<file path="src/rtl/seq_step_controller.sv">
// seq_step_controller
// Decides when the HEX digit-sequence datapath advances and in which direction:
// free-running every RATE cycles (RUN) or one step per pushbutton press (SINGLE).
// Tracks the current sequence index and flags wrap-around.
//
// Ports:
//   i_clk       system clock, rising-edge active
//   i_reset     synchronous active-low reset (0 = reset)
//   i_run_sw    1 = automatic stepping, 0 = manual/idle (asynchronous)
//   i_dir_sw    0 = forward, 1 = reverse (asynchronous)
//   i_step_key  active-low pushbutton, a press requests one manual step
//   o_step_en   one-cycle pulse, datapath advances this cycle
//   o_step_dir  direction of the most recent step (0 fwd, 1 rev)
//   o_seq_idx   current sequence position, 0..SEQ_LEN-1
//   o_wrap      one-cycle pulse with o_step_en when the index wraps
//   o_state     controller state: 00 IDLE, 01 RUN, 10 SINGLE
module seq_step_controller #(
    parameter int unsigned RATE    = 4,
    parameter int unsigned SEQ_LEN = 5,
    parameter int unsigned IDX_W   = 3
) (
    input  logic             i_clk,
    input  logic             i_reset,
    input  logic             i_run_sw,
    input  logic             i_dir_sw,
    input  logic             i_step_key,
    output logic             o_step_en,
    output logic             o_step_dir,
    output logic [IDX_W-1:0] o_seq_idx,
    output logic             o_wrap,
    output logic [1:0]       o_state
);

    localparam int unsigned PRE_W = (RATE > 1) ? $clog2(RATE) : 1;
    localparam logic [PRE_W-1:0] PRE_LAST = PRE_W'(RATE - 1);
    localparam logic [IDX_W-1:0] IDX_LAST = IDX_W'(SEQ_LEN - 1);

    typedef enum logic [1:0] {
        ST_IDLE   = 2'b00,
        ST_RUN    = 2'b01,
        ST_SINGLE = 2'b10
    } state_t;

    state_t           r_state;
    state_t           w_state_nxt;
    logic [PRE_W-1:0] r_pre;
    logic [PRE_W-1:0] w_pre_nxt;
    logic             w_step;

    // Two-flop synchronisers plus one extra key register for press detection
    logic r_run_s1, r_run_s;
    logic r_dir_s1, r_dir_s;
    logic r_key_s1, r_key_s, r_key_d;
    logic w_key_evt;

    logic             r_step_en;
    logic             r_step_dir;
    logic [IDX_W-1:0] r_idx;
    logic             r_wrap;
    logic [IDX_W-1:0] w_idx_nxt;
    logic             w_wrap_nxt;

    // Input synchronisers; key idles high so no press is seen out of reset
    always_ff @(posedge i_clk) begin
        if (!i_reset) begin
            r_run_s1 <= 1'b0;
            r_run_s  <= 1'b0;
            r_dir_s1 <= 1'b0;
            r_dir_s  <= 1'b0;
            r_key_s1 <= 1'b1;
            r_key_s  <= 1'b1;
            r_key_d  <= 1'b1;
        end else begin
            r_run_s1 <= i_run_sw;
            r_run_s  <= r_run_s1;
            r_dir_s1 <= i_dir_sw;
            r_dir_s  <= r_dir_s1;
            r_key_s1 <= i_step_key;
            r_key_s  <= r_key_s1;
            r_key_d  <= r_key_s;
        end
    end

    // Press = synced key falling edge; a held key yields one event only
    assign w_key_evt = r_key_d & ~r_key_s;

    // State register
    always_ff @(posedge i_clk) begin
        if (!i_reset) begin
            r_state <= ST_IDLE;
        end else begin
            r_state <= w_state_nxt;
        end
    end

    // Next state, prescaler and step request
    always_comb begin
        w_state_nxt = r_state;
        w_pre_nxt   = r_pre;
        w_step      = 1'b0;
        case (r_state)
            ST_IDLE: begin
                w_pre_nxt = '0;
                // RUN wins over a coincident press; the press is dropped
                if (r_run_s) begin
                    w_state_nxt = ST_RUN;
                end else if (w_key_evt) begin
                    w_state_nxt = ST_SINGLE;
                    w_step      = 1'b1;
                end
            end
            ST_RUN: begin
                // Leaving RUN suppresses a step even at terminal count
                if (!r_run_s) begin
                    w_state_nxt = ST_IDLE;
                    w_pre_nxt   = '0;
                end else if (r_pre == PRE_LAST) begin
                    w_pre_nxt = '0;
                    w_step    = 1'b1;
                end else begin
                    w_pre_nxt = r_pre + PRE_W'(1);
                end
            end
            ST_SINGLE: begin
                w_state_nxt = ST_IDLE;
                w_pre_nxt   = '0;
            end
            default: begin
                w_state_nxt = ST_IDLE;
                w_pre_nxt   = '0;
            end
        endcase
    end

    // Index arithmetic with wrap in either direction
    always_comb begin
        w_idx_nxt  = r_idx;
        w_wrap_nxt = 1'b0;
        if (w_step) begin
            if (r_dir_s) begin
                if (r_idx == '0) begin
                    w_idx_nxt  = IDX_LAST;
                    w_wrap_nxt = 1'b1;
                end else begin
                    w_idx_nxt = r_idx - IDX_W'(1);
                end
            end else begin
                if (r_idx >= IDX_LAST) begin
                    w_idx_nxt  = '0;
                    w_wrap_nxt = 1'b1;
                end else begin
                    w_idx_nxt = r_idx + IDX_W'(1);
                end
            end
        end
    end

    // Datapath registers; step outputs rise on the same edge as the index update
    always_ff @(posedge i_clk) begin
        if (!i_reset) begin
            r_pre      <= '0;
            r_step_en  <= 1'b0;
            r_step_dir <= 1'b0;
            r_idx      <= '0;
            r_wrap     <= 1'b0;
        end else begin
            r_pre     <= w_pre_nxt;
            r_step_en <= w_step;
            r_wrap    <= w_wrap_nxt;
            r_idx     <= w_idx_nxt;
            if (w_step) begin
                r_step_dir <= r_dir_s;
            end
        end
    end

    assign o_step_en  = r_step_en;
    assign o_step_dir = r_step_dir;
    assign o_seq_idx  = r_idx;
    assign o_wrap     = r_wrap;
    assign o_state    = r_state;

endmodule
</file>
<file path="config.mk">
export PLATFORM = sky130hd
export DESIGN_NAME = seq_step_controller
export DESIGN_NICKNAME = d
export VERILOG_FILES = /design/src/rtl/seq_step_controller.sv
export SDC_FILE = /design/constraint.sdc
export NUM_CORES = 1
export LEC_CHECK = 0
export BUFFER_PORTS_ARGS = -buffer_cell sky130_fd_sc_hd__clkbuf_2
export CORE_MARGIN = 3
export CORE_UTILIZATION = 50
export CTS_CLUSTER_SIZE = 24
export DETAILED_ROUTE_END_ITERATION = 8
export GPL_TIMING_DRIVEN = 0
export MAX_ROUTING_LAYER = met4
export PLACE_DENSITY_LB_ADDON = 0.12
export SKIP_LAST_GASP = 1
export SLEW_MARGIN = 20
export SYNTH_ARGS = -nofsm -noshare
export SYNTH_HDL_FRONTEND = slang
export SYNTH_SLANG_ARGS = --single-unit
</file>
<file path="constraint.sdc">
create_clock -name i_clk -period 1.44 [get_ports i_clk]
set_input_delay 0 -clock i_clk [delete_from_list [all_inputs] [get_ports i_clk]]
set_output_delay 0 -clock i_clk [all_outputs]
set_load 0.05 [all_outputs]
</file>
# After elaboration in Yosys (flattened, before gate mapping)
# Index checks and enable logic that the tools add are counted.
# word_totals
register_bits,17
input_bits,5
out_inout_bits,8
word_cells,46
# classes
add_sub_neg,3
magnitude_cmp,1
eq_ne,4
mux,15
n_bitwise,5
n_reduce_logical,5
# op_table
op,n
$mux W3,3
$mux W1,7
$mux W2,3
$not A1 Y1,4
$pmux W2 S2,1
$reduce_and A2 Y1,2
$reduce_or A4 Y1,1
$add A3 B1 Y3 const B,1
$ge A3 B3 Y1 const B,1
$logic_not A3 Y1,1
$ne A3 B3 Y1 const B,1
$sub A3 B1 Y3 const B,1
$add A2 B1 Y2 const B,1
$eq A2 B1 Y1 const B,1
$eq A2 B2 Y1 const B,1
$logic_not A2 Y1,1
$ne A2 B2 Y1 const B,1
$pmux W1 S2,1
$and A1 B1 Y1,1

# Longest topological paths before layout
# Gate-level depths: netlist of run 1.
# depth
depth_word,6
ltp_mapped,5
ltp_nobuf,5

# Least setup slack after synthesis of run 1
# Ideal clock, no wire load.
# synth_path
kind,reg-to-reg
start,"register r_idx[0], in the netlist o_seq_idx[0]"
end,"register r_idx[1], in the netlist o_seq_idx[1]"
arrival_time_ns,1.568
required_time_ns,1.305
setup_slack_ns,-0.263
path_stages_with_launch,6
n_path_buf,0
synth_period_minus_slack_ns,1.703
path_cell_list,dfxtp_1 > inv_1 > ha_1 > mux2_2 > a22oi_1 > a221oi_1
# synth_via
elab_chain_cells,3
word_cells_on_any_way,7
classes_between,add/sub (2); order compare (1); mux (3); reduce/logical (1)
# synth_rtl
item,line_no,rtl
start: declaration,58,logic [IDX_W-1:0] r_idx;
start signal: assignment,170,r_idx <= w_idx_nxt;
"$add A3 B1 Y3, or another cell as far along",152,w_idx_nxt = r_idx + IDX_W'(1);
"$mux W3, on equally long branches","148, 141",
$mux W3 (*),140,if (r_dir_s) begin
# Mark *: on every way between the ends. The rest lies on a longest branch, timed or not.
# A chain may end at the register's enable or synchronous reset.

# Worst setup path in the final report of run 1
# layout_path
start,register r_key_s
end,"register r_idx[2], in the netlist o_seq_idx[2]"
# layout_via
elab_chain_cells,5
# layout_rtl
item,line_no,rtl
start: declaration,53,"logic r_key_s1, r_key_s, r_key_d;"
start signal: assignment,79,r_key_s <= r_key_s1;
$not A1 Y1,85,assign w_key_evt = r_key_d & ~r_key_s;
$and A1 B1 Y1,85,
$mux W1,107,end else if (w_key_evt) begin
$mux W1,105,if (r_run_s) begin
$pmux W1 S2,101,case (r_state)
# No other way between the ends.

==> results_dict.tcl, run 1 <==
set metrics [dict create \
    io_buffers 12 \
    num_antenna_cells 0 \
    ys_ff_latch 17 \
    grt_max_degree 11 \
    outcome "finished, final reports clean" \
    hpwl_um 828 \
    slew_headroom_pct 78.2 \
    clkSinkCount 17 \
    synth_edf_count 0 \
    yosysTopAreaCell "dfxtp_1" \
    yosys_most_used_dff "dfxtp_1" \
    synth.most_common_cell "dfxtp_1" \
    clk_pin_slew_ns 0.09 \
    synth_top_area_share_pct 49.8 \
    yosys-top-cells-area "dfxtp_1 (50%), ha_1 (7.3%), nand2b_1 (4.6%), mux2i_1 (4.4%), nand2_1 (4.4%)" \
    antenna_found_initial 0 \
    vias_per_cell 5.28 \
    max_cap_viol_count 0 \
    syn_avg_cell_area_um2 10.2 \
    core-area_mm2 0.00119 \
    hold_class "reg2reg" \
    min_period_over_period_pct 99.2 \
    p_leak_nw 0.366 \
    final_hold_viol_count 0 \
    end_kind "flop" \
    grt_overflow 0 \
    critPathLaunchType "flop" \
    internal_power_w 0.000631 \
    cts_made_buffers 3 \
    dieArea_mm2 0.00185 \
    critPathKind "reg2reg" \
    setup_tns_ns 0 \
    fp-row-count 12 \
    worst_slew_pin_slew_ns 0.327 \
    dp_slack_ns -0.00163 \
    min_period_ns 1.43 \
    start_util_pct 57.6 \
    wl_per_cell_um 12.6 \
    clock_path_buffers 2 \
    grt_usage_pct 16.3 \
    globalplace.congestion 0.700 \
    ios 13 \
    timing.fmax_ghz 0.700 \
    seq_power_share_pct 58.6 \
    clkPwrFrac_pct 29.8 \
    switching_share_pct 24.9 \
    pwr-share-comb_pct 11.6 \
    irDropWorstVdd_mv 0.626 \
    setup_violations 0 \
    grt_first_pass_wirelength_mm 2.15 \
    syn_nets 76 \
    cts_tree "done" \
    cts-root-buf "clkbuf_4" \
    synthToLayoutAreaGrowth_pct 27.5 \
    required_ns 1.66 \
    ant_nets 0 \
    crit_fanout 6 \
    cp.arrival_ns 1.65 \
    vias 544 \
    drive_gt1_share_pct 30.3 \
    grt_pass1_vias 479 \
    die_w_um 43.0 \
    finalWirelength_mm 1.30 \
    fp.dieH_um 43.0 \
    htree_num_levels 1 \
    fin_ws_ns 0.0115 \
    drc_errors 0 \
    p_per_area_mw_per_mm2 965 \
    yosys-top-cells-count "dfxtp_1 (17), nand2_1 (8), inv_1 (5), nand2b_1 (5)" \
    layout.nets 99 \
    ys_types 23 \
    rsz0062_at_grt "true" \
    synth-seq-area-share_pct 49.8 \
    postSynthCellCount 67 \
    syn_area_um2 683 \
    drt_iter0_markers 11 \
    first_pass_iters 4 \
    async_flop_share_pct 0 \
    yosys_warnings 0 \
    skew_ns 0.00397 \
    clk_latency_ns 0.29 \
    post-route-util_pct 73.4 \
    p_switching_w 0.000209 \
    final_max_slew_viol_count 0 \
]
worst paths after layout:
check	from	endpoint	slack (ns)	depth (start not counted)
worst max-delay path	r_key_s	o_seq_idx[2]	0.01	3
worst min register to register	r_key_s1	r_key_s	0.44	1
worst min-delay path	r_key_s1	r_key_s	0.44	1
worst max register to register	r_key_s	o_seq_idx[2]	0.01	3
state kept, by name, indices dropped and copies added, names as in the netlist:
signal	flops
o_seq_idx	3
o_state	2
o_step_dir	1
o_step_en	1
o_wrap	1
r_dir_s	1
r_dir_s1	1
r_key_d	1
r_key_s	1
r_key_s1	1
r_pre	2
r_run_s	1
r_run_s1	1
power by group through the flow:
stage / sequential (W) / combinational [W] / clock (W)
2_1_floorplan: 0.000523 / 0.0000399 / 0
3_3_place_gp: 0.000504 / 0.0000798 / 0
3_5_place_dp: 0.000505 / 0.0000809 / 0
4_1_cts: 0.000495 / 0.0000894 / 0.000258
5_1_grt: 0.000495 / 0.000106 / 0.000278
6_report: 0.000493 / 0.0000973 / 0.000250
timing repair:
action | 4_1_cts | 5_1_grt
pin swaps | 1 | 1
setup buffers | 0 | 2
endpoints found under the setup margin | 6 | 6
endpoints found under the hold margin | 5 | 0
resized for setup | 1 | 4
hold buffers | 4 | 0
layer usage:
metal  up-vias  track usage [%]  share of wire [%]  routed length [um]
met1       242             19.6                 45                 585
met4         0             7.83                2.5                  33
met2        16             23.7                 47                 607
met3         6             6.36                5.4                  70
met5         -                -                  0                   0
li1        280                -                  -                   -
stage by stage:
| step | cell area, um^2 | hold WS, ns | instances | power, W |
|---|---|---|---|---|
| final | 871 | 0.438 | 103 | 0.000840 |
| after global placement | 772 | 0.186 | 93 | 0.000584 |
| after global routing | 871 | 0.450 | 103 | 0.000880 |
| after detailed placement | 772 | 0.217 | 93 | 0.000586 |
| after CTS | 840 | 0.444 | 101 | 0.000842 |
| after floorplan | 694 | 0.0730 | 67 | 0.000562 |
cell type report:
class                      count  area, um^2
inverter                       5        18.8
sequential                    17         357
timing repair buffer          18         115
multi-input combinational     44         333
tap                           14        17.5
fill                          93         315
buffer                         1        3.75
clock buffer                   4        26.3
cell families (layout without fill, tap and decap cells):
family                   count (synthesis)  after routing  share of synthesized area (%)
AND/OR/NAND/NOR                         28             28                           23.4
flip-flops                              17             17                           49.8
AO/OA/AOI/OAI                            8              8                           10.1
buffers and inverters                    6             28                           3.30
adder cells (fa/ha/maj)                  4              4                           7.33
multiplexers                             4              4                           6.04
worst max-delay path: stages (launching register included):
cell and delay (ns):
dfxtp_2 0.34, or4b_4 0.57, a21oi_4 0.24, mux2i_1 0.21
placed cells by master, fill, tap and decap left out, drive strengths merged, types with 2 or more instances in the layout:
master and n:
nor2 2, dlygate4sd3 4, and3 2, nand2b 5, nor4 3, dfxtp 17, clkbuf 17, ha 4
nand2 8, inv 5, buf 2, o21ai 2, and2 5, mux2i 3
Note: power is estimated with default switching activity, not from simulation.
==> run 2, diff against run 1 <==
BUFFER_PORTS_ARGS = -buffer_cell sky130_fd_sc_hd__buf_2   (was -buffer_cell sky130_fd_sc_hd__clkbuf_2)
==> run 2 against run 1 <==
Against the previous run:
- clock-buffer cell count is 1 lower
- global-route usage is 1.4 points lower
- setup slack better by 0.0079 ns
- combinational power is 4.2% lower
- critical endpoint unchanged
- largest power group unchanged
==> results_dict.tcl, run 2 (synthesized netlist as in run 1, its figures left out) <==
set metrics [dict create \
    final_hold_viol_count 0 \
    pwr-share-comb_pct 11.3 \
    skew_ns 0.00386 \
    crit_fanout 6 \
    timing.rr.start "r_key_s" \
    timing.fmax_ghz 0.704 \
    cts_tree "done" \
    start_util_pct 57.6 \
    dpl_cell_area_um2 772 \
    cp-startpoint "r_key_s" \
    whs_path_depth 1 \
    layout.nets 99 \
    grt_usage_pct 14.9 \
    p_per_area_mw_per_mm2 958 \
    clkPwrFrac_pct 29.3 \
    seq_power_share_pct 59.5 \
    critPathMaxStageDelay_ns 0.56 \
    internal_power_w 0.000625 \
    htree_num_levels 1 \
    slew_headroom_pct 79.1 \
    cts_made_buffers 3 \
    grt_pass1_vias 494 \
    fin_area_um2 865 \
    top_layer_used "met4" \
    core-area_mm2 0.00119 \
    p_switching_w 0.000203 \
    min_period_ns 1.42 \
    hold_path_end "r_key_s" \
    worst_slew_pin_slew_ns 0.314 \
    globalplace.congestion 0.687 \
    p_leak_nw 0.370 \
    fp.dieH_um 43.0 \
    wl_met1_um 560 \
    critPathKind "reg2reg" \
    crit_chain "or4b_4, a21oi_4, mux2i_1" \
    final_max_slew_viol_count 0 \
    wl_met2_um 572 \
    r2r_end "o_seq_idx[2]" \
    fillers 97 \
    hpwl_um 861 \
    dieArea_mm2 0.00185 \
    dp_slack_ns -0.0207 \
    setup_violations 0 \
    grt_max_degree 11 \
    first_pass_iters 2 \
    finalWirelength_mm 1.19 \
    cp.arrival_ns 1.63 \
    rrSetupSlack_ns 0.02 \
    clk_latency_ns 0.28 \
    num_antenna_cells 0 \
    clkSinkCount 17 \
    slowest_stage "or4b_4" \
    fp-row-count 12 \
    rr_worst_depth 3 \
    drc_errors 0 \
    drt_iter0_markers 3 \
    numPlacedInstances 93 \
    cts-root-buf "clkbuf_4" \
    drive_gt1_share_pct 30.3 \
    wl_per_cell_um 11.5 \
    hp-start "r_key_s1" \
    rsz0062_at_grt "true" \
    synthToLayoutAreaGrowth_pct 26.6 \
    vias 525 \
    layout_common_cells "buf_2 (12), dfxtp_1 (12), nand2_1 (8)" \
    critPathLaunchType "flop" \
    fin_ws_ns 0.0193 \
    final_cells 103 \
    met3_length_um 45 \
    vias_per_cell 5.10 \
    switching_share_pct 24.5 \
    end_kind "flop" \
    required_ns 1.65 \
    grt_overflow 0 \
    hold_class "reg2reg" \
    ant_nets 0 \
    grt_first_pass_wirelength_mm 2.08 \
    largest_reg_flops 3 \
    max_cap_viol_count 0 \
    antenna_found_initial 0 \
    outcome "finished, final reports clean" \
    io_buffers 12 \
    die_w_um 43.0 \
    clk_pin_slew_ns 0.10 \
    min_period_over_period_pct 98.7 \
    ios 13 \
    irDropWorstVdd_mv 0.744 \
    clock_path_buffers 2 \
]
## run 2: what timing repair did
action,4_1_cts,5_1_grt
hold buffers,5,0
endpoints found under the setup margin,4,5
pin swaps,1,0
gates resized for setup,1,3
cloned,0,0
endpoints found under the hold margin,6,0
buffers inserted,0,1
## run 2: metrics by stage
step | hold slack, ns | power, W | utilization, % | TNS, ns
floorplan | 0.0730 | 0.000562 | - | 0
global placement | 0.186 | 0.000583 | 65.1 | 0
detailed placement | 0.191 | 0.000585 | 65.1 | -0.0227
CTS | 0.424 | 0.000836 | 71.7 | 0
global route | 0.441 | 0.000869 | 72.9 | -0.167
finish | 0.422 | 0.000828 | 72.9 | 0
## run 2: how the worst max path moves through the flow
stage	to	depth (start not counted)	slack (ns)
floorplan	o_seq_idx[1]	3	0.03
detailed placement	o_seq_idx[2]	3	-0.02
global route	o_seq_idx[1]	5	-0.05
CTS	o_seq_idx[2]	3	0.006
finish	o_seq_idx[2]	3	0.02
global placement	o_step_dir	3	0.03
## run 2: final cells by class
cell class / instances / area, um^2 / area share (%)
clock inverters: 1 / 5.00 / 0.579
plain buffers: 1 / 3.75 / 0.434
repair buffers: 18 / 118 / 13.6
flip-flops and latches: 17 / 357 / 41.2
well taps: 14 / 17.5 / 2.03
multi-input cells: 44 / 323 / 37.3
clock buffers: 3 / 22.5 / 2.60
inverters: 5 / 18.8 / 2.17
## run 2: critical path: cells and delay by family (launching register included)
family,cells,cell delay (ns)
compound gates,1,0.24
flops,1,0.34
mux,1,0.21
simple gates,1,0.56
## run 2: per-layer routing
layer | track usage [%] | vias up
met5 | - | -
met4 | 4.82 | 0
met3 | 2.97 | 2
met2 | 24.3 | 8
met1 | 18.4 | 238
li1 | - | 277
## run 2: power by group through the flow
| stage | Clock, W | Combinational (W) | Sequential [W] |
|---|---|---|---|
| after global routing | 0.000272 | 0.000102 | 0.000495 |
| after CTS | 0.000252 | 0.0000907 | 0.000494 |
| after global placement | 0 | 0.0000798 | 0.000504 |
| after detailed placement | 0 | 0.0000809 | 0.000505 |
| final | 0.000242 | 0.0000932 | 0.000492 |
| after floorplan | 0 | 0.0000399 | 0.000523 |
==> run 3, diff against run 2 <==
BUFFER_PORTS_ARGS = default   (was -buffer_cell sky130_fd_sc_hd__buf_2)
CORE_AREA = 3 3 40 42   (was default)
CORE_MARGIN = default   (was 3)
CORE_UTILIZATION = default   (was 50)
DIE_AREA = 0 0 43 45   (was default)
DONT_BUFFER_PORTS = 1   (was default)
==> run 3 against run 2 <==
Against the previous run:
- the flow now finishes with violations (setup timing)
- worst hold slack got worse by 0.34 ns
- setup slack got worse by 0.044 ns
- final cell count is 13% lower
- fmax is 3.0% lower
- sequential share of layout area rose by 3.8 points
- die area grew 4.8%
- via count is 6.5% lower
- first-iteration DRC count down 33%
- core utilization decreased by 12 points
- largest cell class unchanged
- largest power group unchanged
- highest routed layer unchanged
==> results_dict.tcl, run 3 (synthesized netlist as in run 1, its figures left out) <==
set metrics [dict create \
    dieArea_mm2 0.00194 \
    post-route-util_pct 61.0 \
    p_leak_nw 0.300 \
    vias_per_cell 5.46 \
    drive_gt1_share_pct 17.3 \
    ant_nets 0 \
    io_buffers 0 \
    min_period_over_period_pct 102 \
    required_ns 1.66 \
    drt_iter0_markers 2 \
    slew_headroom_pct 58.3 \
    layout_common_cells "dfxtp_1 (13), nand2_1 (8), nand2b_1 (5)" \
    start_util_pct 53.2 \
    switching_share_pct 24.3 \
    crit_fanout 6 \
    p_switching_w 0.000200 \
    timing.fmax_ghz 0.683 \
    synthToLayoutAreaGrowth_pct 14.7 \
    fp.dieH_um 45 \
    power.total_w 0.000820 \
    seq_power_share_pct 62.8 \
    min_period_ns 1.46 \
    clock_path_buffers 2 \
    final_hold_viol_count 0 \
    vias 491 \
    antenna_found_initial 0 \
    clkPwrFrac_pct 30.1 \
    num_antenna_cells 0 \
    cts-root-buf "clkbuf_4" \
    htree_num_levels 1 \
    dpl_cell_area_um2 713 \
    largest_reg_flops 3 \
    internal_power_w 0.000621 \
    clk_latency_ns 0.28 \
    finalWirelength_mm 1.15 \
    grt_usage_pct 14.5 \
    p_per_area_mw_per_mm2 1050 \
    post-cts-setup-buffer-count 0 \
    core-area_mm2 0.00128 \
    violations "setup timing" \
    critPathKind "reg2reg" \
    critPathMaxStageDelay_ns 0.52 \
    setup_tns_ns -0.0832 \
    crit_chain "or4b_4, a21oi_4, mux2i_1" \
    clk_pin_slew_ns 0.09 \
    grt_pass1_vias 468 \
    drc_errors 0 \
    slowest_stage "or4b_4" \
    outcome "complete, but fails checks" \
    layout.nets 85 \
    final_common_cell "dfxtp_1" \
    die_w_um 43 \
    cts_tree "done" \
    cts_made_buffers 3 \
    hold_class "in2reg" \
    grt_first_pass_wirelength_mm 1.99 \
    critPathLaunchType "flop" \
    ios 13 \
    globalplace.congestion 0.706 \
    hpwl_um 808 \
    max_cap_viol_count 0 \
    setup_violations 4 \
    worst_slew_pin_slew_ns 0.624 \
    clkSinkCount 17 \
    fin_ws_ns -0.0243 \
    grt_overflow 0 \
    final_max_slew_viol_count 0 \
    fp-row-count 13 \
    pwr-share-comb_pct 7.1 \
    fin_area_um2 783 \
    hold_slack_ns 0.0838 \
    rsz0062_at_grt "true" \
    cp.arrival_ns 1.68 \
    wl_per_cell_um 12.8 \
    end_kind "flop" \
    first_pass_iters 4 \
    irDropWorstVdd_mv 0.605 \
    grt_max_degree 11 \
    skew_ns 0.00100 \
]
[run 3: changes by cell type in the layout (fill, tap and decap cells not counted), sizes merged]
cell	previous run	this run
clkinv	1	0
clkbuf	4	5
dlygate4sd3	5	4
buf	13	0
[run 3: critical path: cells and delay by family, from the launching register on]
family	cells	cell delay, ns
and+or+nand+nor	1	0.52
DFF	1	0.42
AOI/OAI and AO/OA	1	0.24
muxes	1	0.21
[run 3: worst paths after layout]
check / from / endpoint / slack (ns) / cells after the start
max: o_state[0] / o_seq_idx[2] / -0.02 / 3
min: i_reset / o_seq_idx[0] / 0.08 / 3
max reg2reg: o_state[0] / o_seq_idx[2] / -0.02 / 3
min reg2reg: r_key_s1 / r_key_s / 0.42 / 1
[run 3: power by group through the flow]
stage	registers, W	logic (W)	clock network (W)
after floorplan	0.000523	0.0000399	0
after global placement	0.000526	0.0000462	0
after detailed placement	0.000526	0.0000471	0
after CTS	0.000516	0.0000586	0.000256
after global routing	0.000518	0.0000670	0.000272
final	0.000515	0.0000580	0.000247
[run 3: per-layer routing]
layer / vias up / global-route usage, % / wire length [um]
met5: - / - / 0
met4: 0 / 10.8 / 42
met3: 4 / 2.39 / 53
met2: 13 / 22.5 / 513
met1: 226 / 16.9 / 540
li1: 248 / - / -
[run 3: cell type report]
class / count / area, um^2
clock buffer: 4 / 26.3
fill: 116 / 502
timing repair buffer: 4 / 40.0
tap: 15 / 18.8
inverter: 5 / 18.8
sequential: 17 / 353
multi-input combinational: 44 / 323
buffer: 1 / 3.75
[run 3: repair_timing]
action	4_1_cts	5_1_grt
cloned	0	0
pin swaps	2	0
hold buffers	4	0
endpoints found under the hold margin	12	0
gates resized for setup	3	0
endpoints found under the setup margin	6	6
[run 3: metrics by stage]
stage | worst slack (ns) | cells
after detailed placement | -0.109 | 82
after CTS | -0.0374 | 90
after global routing | -0.106 | 90
after global placement | -0.104 | 82
final | -0.0243 | 90
after floorplan | 0.0309 | 67
